## config.mk

```make
export PLATFORM = sky130hd
export DESIGN_NAME = mux2to1_l2_rr
export DESIGN_NICKNAME = d
export VERILOG_FILES = /design/src/rtl/mux2to1_l2_rr.sv
export SDC_FILE = /design/constraint.sdc
export NUM_CORES = 1
export LEC_CHECK = 0
export ABC_AREA = 1
export CORE_UTILIZATION = 45
export CTS_CLUSTER_DIAMETER = 50
export DETAILED_ROUTE_END_ITERATION = 6
export GPL_ROUTABILITY_DRIVEN = 0
export PLACE_DENSITY = 0.61
export SETUP_SLACK_MARGIN = 0.4
export SLEW_MARGIN = 20
export SYNTH_ARGS = -nofsm -noshare
export SYNTH_HDL_FRONTEND = slang
export SYNTH_SLANG_ARGS = --single-unit
```

## constraint.sdc

```tcl
create_clock -name clk -period 2.6 [get_ports clk]
set_input_delay 0.39 -clock clk [delete_from_list [all_inputs] [get_ports clk]]
set_output_delay 0.39 -clock clk [all_outputs]
set_load 0.05 [all_outputs]
```

## src/rtl/mux2to1_l2_rr.sv

```systemverilog
// mux2to1_l2_rr: two-lane to one-lane byte multiplexer.
// Each input lane is buffered in a FIFO_DEPTH-entry FIFO; a round-robin arbiter
// drains both FIFOs into one registered valid/ready output stream, tagging each
// byte with its source lane so a downstream demux can rebuild the lanes.
// Optional macro MUX_PARITY_EN adds parity_out = ^{lane_out, data_out}.
module mux2to1_l2_rr #(
  parameter int DATA_W     = 8,
  parameter int FIFO_DEPTH = 4,
  parameter int ADDR_W     = 2
) (
  input  logic              clk,
  input  logic              reset,
  input  logic              valid_in0,
  input  logic [DATA_W-1:0] data_in0,
  output logic              ready0,
  input  logic              valid_in1,
  input  logic [DATA_W-1:0] data_in1,
  output logic              ready1,
  input  logic              out_ready,
  output logic              valid_out,
  output logic [DATA_W-1:0] data_out,
  output logic              lane_out,
`ifdef MUX_PARITY_EN
  output logic              parity_out,
`endif
  output logic              err_ovf
);

  localparam int CNT_W = ADDR_W + 1;

  typedef enum logic {LANE0 = 1'b0, LANE1 = 1'b1} lane_e;

  // lane-indexed views of the two input ports
  logic [1:0]             vin;
  logic [1:0][DATA_W-1:0] din;
  logic [1:0]             rdy;
  logic [1:0]             push;
  logic [1:0]             pop;
  logic [1:0]             empty;
  logic [1:0][DATA_W-1:0] head;
  logic [1:0][CNT_W-1:0]  cnt_q;

  assign vin    = {valid_in1, valid_in0};
  assign din    = {data_in1, data_in0};
  assign ready0 = rdy[0];
  assign ready1 = rdy[1];

  // arbiter / output register state
  lane_e             state_q, state_d;
  logic              vld_q;
  logic [DATA_W-1:0] data_q;
  logic              lane_q;
  logic              err_q;
  logic              load;
  logic              sel;

  // per-lane FIFO
  for (genvar l = 0; l < 2; l++) begin : g_lane
    logic [DATA_W-1:0] mem_q [FIFO_DEPTH];
    logic [ADDR_W-1:0] wp_q, rp_q;

    // ready is based on the registered count only, so a same-cycle pop
    // never opens a slot for the incoming byte
    assign rdy[l]   = !reset && (cnt_q[l] < CNT_W'(FIFO_DEPTH));
    assign push[l]  = vin[l] && rdy[l];
    assign empty[l] = (cnt_q[l] == '0);
    assign head[l]  = mem_q[rp_q];

    // storage array; contents need no reset since the count gates reads
    always_ff @(posedge clk) begin
      if (push[l]) mem_q[wp_q] <= din[l];
    end

    // pointers wrap naturally at ADDR_W bits; count tracks occupancy
    always_ff @(posedge clk or posedge reset) begin
      if (reset) begin
        wp_q     <= '0;
        rp_q     <= '0;
        cnt_q[l] <= '0;
      end else begin
        if (push[l]) wp_q <= wp_q + ADDR_W'(1);
        if (pop[l])  rp_q <= rp_q + ADDR_W'(1);
        case ({push[l], pop[l]})
          2'b10:   cnt_q[l] <= cnt_q[l] + CNT_W'(1);
          2'b01:   cnt_q[l] <= cnt_q[l] - CNT_W'(1);
          default: cnt_q[l] <= cnt_q[l];
        endcase
      end
    end
  end

  // round-robin pick: preferred lane first; serving the other lane leaves the
  // preference alone because the preferred lane is still owed the next slot
  always_comb begin
    load    = !vld_q || out_ready;
    pop     = 2'b00;
    sel     = state_q;
    state_d = state_q;
    if (load) begin
      if (!empty[state_q]) begin
        sel      = state_q;
        pop[sel] = 1'b1;
        state_d  = lane_e'(~state_q);
      end else if (!empty[~state_q]) begin
        sel      = ~state_q;
        pop[sel] = 1'b1;
      end
    end
  end

  // arbiter state and registered output stage; held while stalled downstream
  always_ff @(posedge clk or posedge reset) begin
    if (reset) begin
      state_q <= LANE0;
      vld_q   <= 1'b0;
      data_q  <= '0;
      lane_q  <= 1'b0;
    end else begin
      state_q <= state_d;
      if (load) begin
        vld_q <= |pop;
        if (|pop) begin
          data_q <= head[sel];
          lane_q <= sel;
        end
      end
    end
  end

  // sticky overflow flag: a byte offered to a full lane is dropped
  always_ff @(posedge clk or posedge reset) begin
    if (reset) err_q <= 1'b0;
    else if ((vin[0] && !rdy[0]) || (vin[1] && !rdy[1])) err_q <= 1'b1;
  end

  assign valid_out = vld_q;
  assign data_out  = data_q;
  assign lane_out  = lane_q;
  assign err_ovf   = err_q;

`ifdef MUX_PARITY_EN
  logic par_q;

  // parity over the tagged byte, loaded alongside data_out
  always_ff @(posedge clk or posedge reset) begin
    if (reset) par_q <= 1'b0;
    else if (load && |pop) par_q <= ^{sel, head[sel]};
  end

  assign parity_out = par_q;
`endif

endmodule

```

# [Word level (Yosys, flattened, before mapping)]
# Memories as Yosys holds them, arrays and structs flattened.
# Cells that the tools add are included.
[word_totals] regBits=26 mem_bits_rw=64 input_bits=21 output_inout_bits=13 word_cells=77 n_memories=2
[classes] addsub=8 n_lt_le_gt_ge=7 eq_ne=4 muxes=22 bitwise=2 reduce_logical=21
[memory_table] memory="g_lane[0].mem_q" depth=4 word_bits=8 read_ports=1 rd_ports_with_merged_regs=0 wr=1 line_no="59" text="logic [DATA_W-1:0] mem_q [FIFO_DEPTH];"
[memory_table] memory="g_lane[1].mem_q" depth=4 word_bits=8 read_ports=1 rd_ports_with_merged_regs=0 wr=1 line_no="59"
[ops] cell="$mux W8" count=2
[ops] cell="$mux W1" count=13
[ops] cell="$pmux W3 S2" count=2
[ops] cell="$add A2 B1 Y2 const B" count=4
[ops] cell="$logic_and A1 B1 Y1" count=8
[ops] cell="$add A3 B1 Y3 const B" count=2
[ops] cell="$logic_not A3 Y1" count=2
[ops] cell="$lt A1 B2 Y1 const B" count=3
[ops] cell="$lt A3 B3 Y1 const B" count=2
[ops] cell="$mux W2" count=3
[ops] cell="$sub A3 B1 Y3 const B" count=2
[ops] cell="$eq A2 B1 Y1 const B" count=2
[ops] cell="$eq A2 B2 Y1 const B" count=2
[ops] cell="$logic_not A1 Y1" count=4
[ops] cell="$reduce_and A2 Y1" count=2
[ops] cell="$reduce_bool A2 Y1" count=2
[ops] cell="$demux W1 S1" count=2
[ops] cell="$ge A1 B1 Y1 const B" count=2
[ops] cell="$logic_or A1 B1 Y1" count=2
[ops] cell="$not A1 Y1" count=2
[ops] cell="$reduce_or A2 Y1" count=1

# [Depth between registers and ports, before layout]
[logic_depth] depth_word=10 ltp_mapped=12 depth_no_buf=11

# [Worst setup path after synthesis]
# OpenSTA, ideal clock, no wires.
[synth_timing] path_kind="register to register" start="register cnt_q[5] (netlist bit)" end="register cnt_q[4] (netlist bit)" setup_time_ns=0.083 t_arrival_ns=2.340 required_ns=2.517 setup_slack_ns=0.177 stages_incl_launch_ff=7 n_path_buf=0 synth_period_minus_slack_ns=2.423 path_cell_list="dfrtp_1 -> nor2_1 -> nand2_1 -> ha_1 -> inv_1 -> fa_1 -> o21ai_0"
[synth_via] elab_cells_between_ends=15 classes_between="1 x order compare; 2 x eq/ne; 8 x mux; 4 x reduce/logical"
[synth_rtl] element="from (decl)" line_no="41" text="logic [1:0][CNT_W-1:0] cnt_q;"
[synth_rtl] element="from (signal, indexed assignment)" line_no="84" text="2'b10: cnt_q[l] <= cnt_q[l] + CNT_W'(1);"
[synth_rtl] element="from (signal, indexed assignment)" line_no="85" text="2'b01: cnt_q[l] <= cnt_q[l] - CNT_W'(1);"
[synth_rtl] element="from (signal, indexed assignment)" line_no="86" text="default: cnt_q[l] <= cnt_q[l];"
[synth_rtl] element="$lt A3 B3 Y1 *" line_no="64" text="assign rdy[l] = !reset && (cnt_q[l] < CNT_W'(FIFO_DEPTH));"
[synth_rtl] element="$logic_and A1 B1 Y1 *" line_no="64"
[synth_rtl] element="net ready1" line_no="18" text="output logic ready1,"
[synth_rtl] element="$logic_and A1 B1 Y1 *" line_no="65" text="assign push[l] = vin[l] && rdy[l];"
[synth_rtl] element="$eq A2 B1 Y1 / $eq A2 B2 Y1 (equally long branches)" line_no="83" text="case ({push[l], pop[l]})"
[synth_rtl] element="$pmux W3 S2 / $reduce_bool A2 Y1 (equally long branches)"
# Mark *: on every way through the listed nets, which the timed path passes. The rest lies on a longest branch. The select of a mux whose other input is x is not followed.
# A chain may end at the register's enable or synchronous reset.

# [Worst setup path after layout]
[layout_timing] start="register cnt_q[5] (netlist bit)" end="register cnt_q[2] (netlist bit)"
[layout_via] elab_chain_len=8 elab_cells_between_ends=12 classes_between="2 x eq/ne; 8 x mux; 2 x reduce/logical"
[layout_lines] element="$logic_not A3 Y1 *" line_no="66" text="assign empty[l] = (cnt_q[l] == '0);"
[layout_lines] element="$mux W1 (not written as such) (2 in a row)" line_no="104" text="end else if (!empty[~state_q]) begin"
[layout_lines] element="$mux W2" line_no="104"
[layout_lines] element="$mux W2 *" line_no="100" text="if (!empty[state_q]) begin"
[layout_lines] element="$mux W2 *" line_no="99" text="if (load) begin"
[layout_lines] element="net pop[0]" line_no="38" text="logic [1:0] pop;"
[layout_lines] element="$eq A2 B1 Y1 / $eq A2 B2 Y1 (equally long branches)" line_no="83"
[layout_lines] element="$pmux W3 S2 / $reduce_bool A2 Y1 (equally long branches)"
# Marks and branches as above.

==> flow_summary_export.csv <==
group,metric,value,unit
layout,num-nets-final,442,
yosys,synth-seq-cells,90,
layout,syn2layout_area_growth,18.0,%
placed_design,place_area,0.00445,mm2
yosys,synth_warnings,0,
yosys,syn_area_per_cell,11.0,um2
drt,drtAntennaViolNets,0,
outcome,outcome,"finished clean",
clock_tree,cts_tree,"built",
yosys,yosys.area.top_type,"edfxtp_1",
timing,fin_ws,0.530,ns
yosys,ys_top_cells_by_count,"nand2_1, edfxtp_1, nand3_1",
timing,finalCritPeriodShare,0.796,
yosys,synth_area,0.00396,mm2
global_routing,grt_max_degree,27,
setup_path,crit_fanout,4,
timing,slew_violations,0,
layout,utilization,0.557,
timing,rsz0062_at_grt,"false",
setup_path,cp.required,2.83,ns
setup_path,worst_path_largest_cell_delay,0.46,ns
drt,routed_wl,7110,um
layout,fin_cells,519,
setup_path,crit_buf_inv,2,
timing,slew_headroom,0.666,
power_and_ir_drop,intPower,3.21,mW
clock_tree,clock_latency,0.35,ns
clock_tree,cts_num_sinks,90,
placed_design,dp.cells,503,
yosys,syn_nets,393,
global_routing,grt_pass1_wl,11800,um
yosys,post-synth-top-count-cell,"nand2_1",
drt,dr.pass1.iters,4,
yosys,async_reset_ff_frac,0.289,
yosys,ys_seq_area_frac,0.650,
floorplan,core,0.00838,mm2
clock_tree,clockBufferDepth,2,
power_and_ir_drop,combinationalPowerShare,0.438,
timing,fin_skew,0.0114,ns
floorplan,row_count,33,
timing,holdWs,0.465,ns
timing,hold_viol,0,
clock_tree,cts_buffers,9,
global_routing,antenna_found_initial,0,
timing,timing.fmax,483,MHz
placed_design,dpl_worst_slack,0.226,ns
power_and_ir_drop,powerDensity,1170,mW/mm2
yosys,ys_dominant_reg_cell,"edfxtp_1",
power_and_ir_drop,ir_drop,512,uV
setup_path,path_class,"reg2reg",
floorplan,io_pins,34,
drt,routedWlPerCell,13.7,um
placed_design,detailed_place_hpwl,4920,um
setup_path,worstSetupEndpointType,"register",
clock_tree,hold_buffers,0,
clock_tree,clk_pin_slew,0.09,ns
floorplan,start_util,0.472,
power_and_ir_drop,netSwitchingFraction,0.415,
floorplan,die_h,95.8,um
global_routing,grt.total_usage,0.174,
power_and_ir_drop,seq_power_share,0.377,
yosys,synth_edf_count,64,
yosys,synthCells,360,
run,drv_cap,0,
drt,drc_errors,0,
setup_path,crit_path_top_delay_cell,"dfrtp_1",
timing,period_minus_slack,2.07,ns
yosys,synth_cell_type_count,26,
power_and_ir_drop,p_sw,2.28,mW
clock_tree,cts-htree-levels,3,
drt,first_iter_violations,112,
setup_path,path_cells,"nor2_4, nand2_1, nand2_1, nand3_4, inv_1, ha_1, inv_1, fa_1, a21oi_1, o21ai_0, xor2_1",
min_path,hp-class,"reg2reg",
timing,worst_pin_slew,0.499,ns
yosys,netlist_top_cells_area,"edfxtp_1, dfrtp_1, nand2_1",
power_and_ir_drop,p_leak,1.95,nW
clock_tree,clock-root-buffer,"clkbuf_8",
drt,viasPerCell,4.79,
setup_path,worst_setup_path_start_kind,"register",
layout,stdcell_area,0.00467,mm2
layout,final_layout_size_suffix_gt1_frac,0.123,
placed_design,port_buffers,33,
yosys,synth_top_area_frac,0.485,
power_and_ir_drop,p_total,5.48,mW
power_and_ir_drop,clkPwrFrac,0.186,
layout,diodes,0,
setup_path,critPathTopFamily,"adder cells",
timing,finalSetupViolCount,0,
floorplan,dieWidth,95.8,um
drt,vias,2488,
setup_path,arrival,2.30,ns
timing,tns,0,ns
floorplan,dieArea,0.00918,mm2
global_routing,gr-total-overflow,0,
global_routing,grt_pass1_vias,2428,
## cell type report
cell class / instances / area [um2]
Inverter: 38 / 153
Multi-Input combinational cell: 223 / 1160
Tap cell: 105 / 131
Sequential cell: 90 / 2570
Timing Repair Buffer: 47 / 433
Fill cell: 726 / 3710
Clock inverter: 7 / 93.8
Clock buffer: 9 / 124
## tightest hold or removal path, delay by kind of cell, from the launching register on
family | cells | cell delay (ns)
AOI/OAI and AO/OA | 1 | 0.04
DFF | 1 | 0.35
and+or+nand+nor | 1 | 0.05
## metal layers
| layer | share of wire | wire (um) | track usage |
|---|---|---|---|
| met5 | 0 | 0 | 0 |
| met4 | 0.013 | 89 | 0.0560 |
| met3 | 0.026 | 187 | 0.0332 |
| met2 | 0.46 | 3250 | 0.267 |
| met1 | 0.50 | 3580 | 0.251 |
## power groups by stage
stage / combinational, mW / sequential (mW) / clock, mW
after floorplan: 1.64 / 2.26 / 0
after global placement: 2.38 / 2.09 / 0
after detailed placement: 2.42 / 2.09 / 0
after CTS: 2.43 / 2.06 / 1.04
after global routing: 2.72 / 2.10 / 1.10
final: 2.40 / 2.06 / 1.02
## cell families after synthesis
logic type / synth area share
and+or+nand+nor: 0.194
buffers and inverters: 0.0585
AOI/OAI and AO/OA: 0.0386
DFF: 0.650
adders and majority gates: 0.0417
xor gates and xnor gates: 0.0177
## flip-flops by register name (all words and copies together), names as in the netlist
name	cells
cnt_q	6
g_lane.rp_q	4
data_out	8
state_q	1
g_lane.mem_q	64
err_ovf	1
g_lane.wp_q	4
valid_out	1
lane_out	1
## worst paths after layout
path,depth (start not counted),to,slack [ns],startpoint
setup / recovery,11,cnt_q[2],0.53,cnt_q[5]
hold / removal,2,err_ovf,0.47,err_ovf
setup reg to reg,11,cnt_q[2],0.53,cnt_q[5]
hold reg to reg,2,err_ovf,0.47,err_ovf
max in group asynchronous,3,g_lane[1].wp_q[1],1.79,reset
min in group asynchronous,3,err_ovf,0.54,reset
## layout by cell type (no fill, tap or decap)
cell	synthesis	layout
clkinv_2	0	2
edfxtp_1	64	64
xor2_1	5	5
inv_2	4	4
nor2_1	24	22
nand3_1	32	32
a21oi_1	5	5
o21ai_0	14	14
nand2_2	3	3
buf_4	1	14
a21oi_4	1	1
nand2_1	108	108
nand2_4	2	2
clkbuf_8	0	9
nor2_4	2	3
nand3_4	2	2
dlygate4sd2_1	0	2
fa_1	2	2
inv_6	1	1
bufinv_16	0	2
ha_1	10	10
xnor2_1	3	3
nor2_2	2	3
inv_1	31	31
clkinv_4	0	1
dfrtp_1	26	26
clkinvlp_4	0	2
clkdlybuf4s50_1	0	31
o22ai_1	1	1
inv_4	2	2
o21ai_1	7	7
## repair_timing
item / in CTS / in global routing
gates cloned: 0 / 0
resized for setup: 2 / 1
setup buffers: 0 / 0
pin swaps: 0 / 0
endpoints found under the setup margin: 2 / 1
Note: power is estimated with default switching activity, not from simulation.
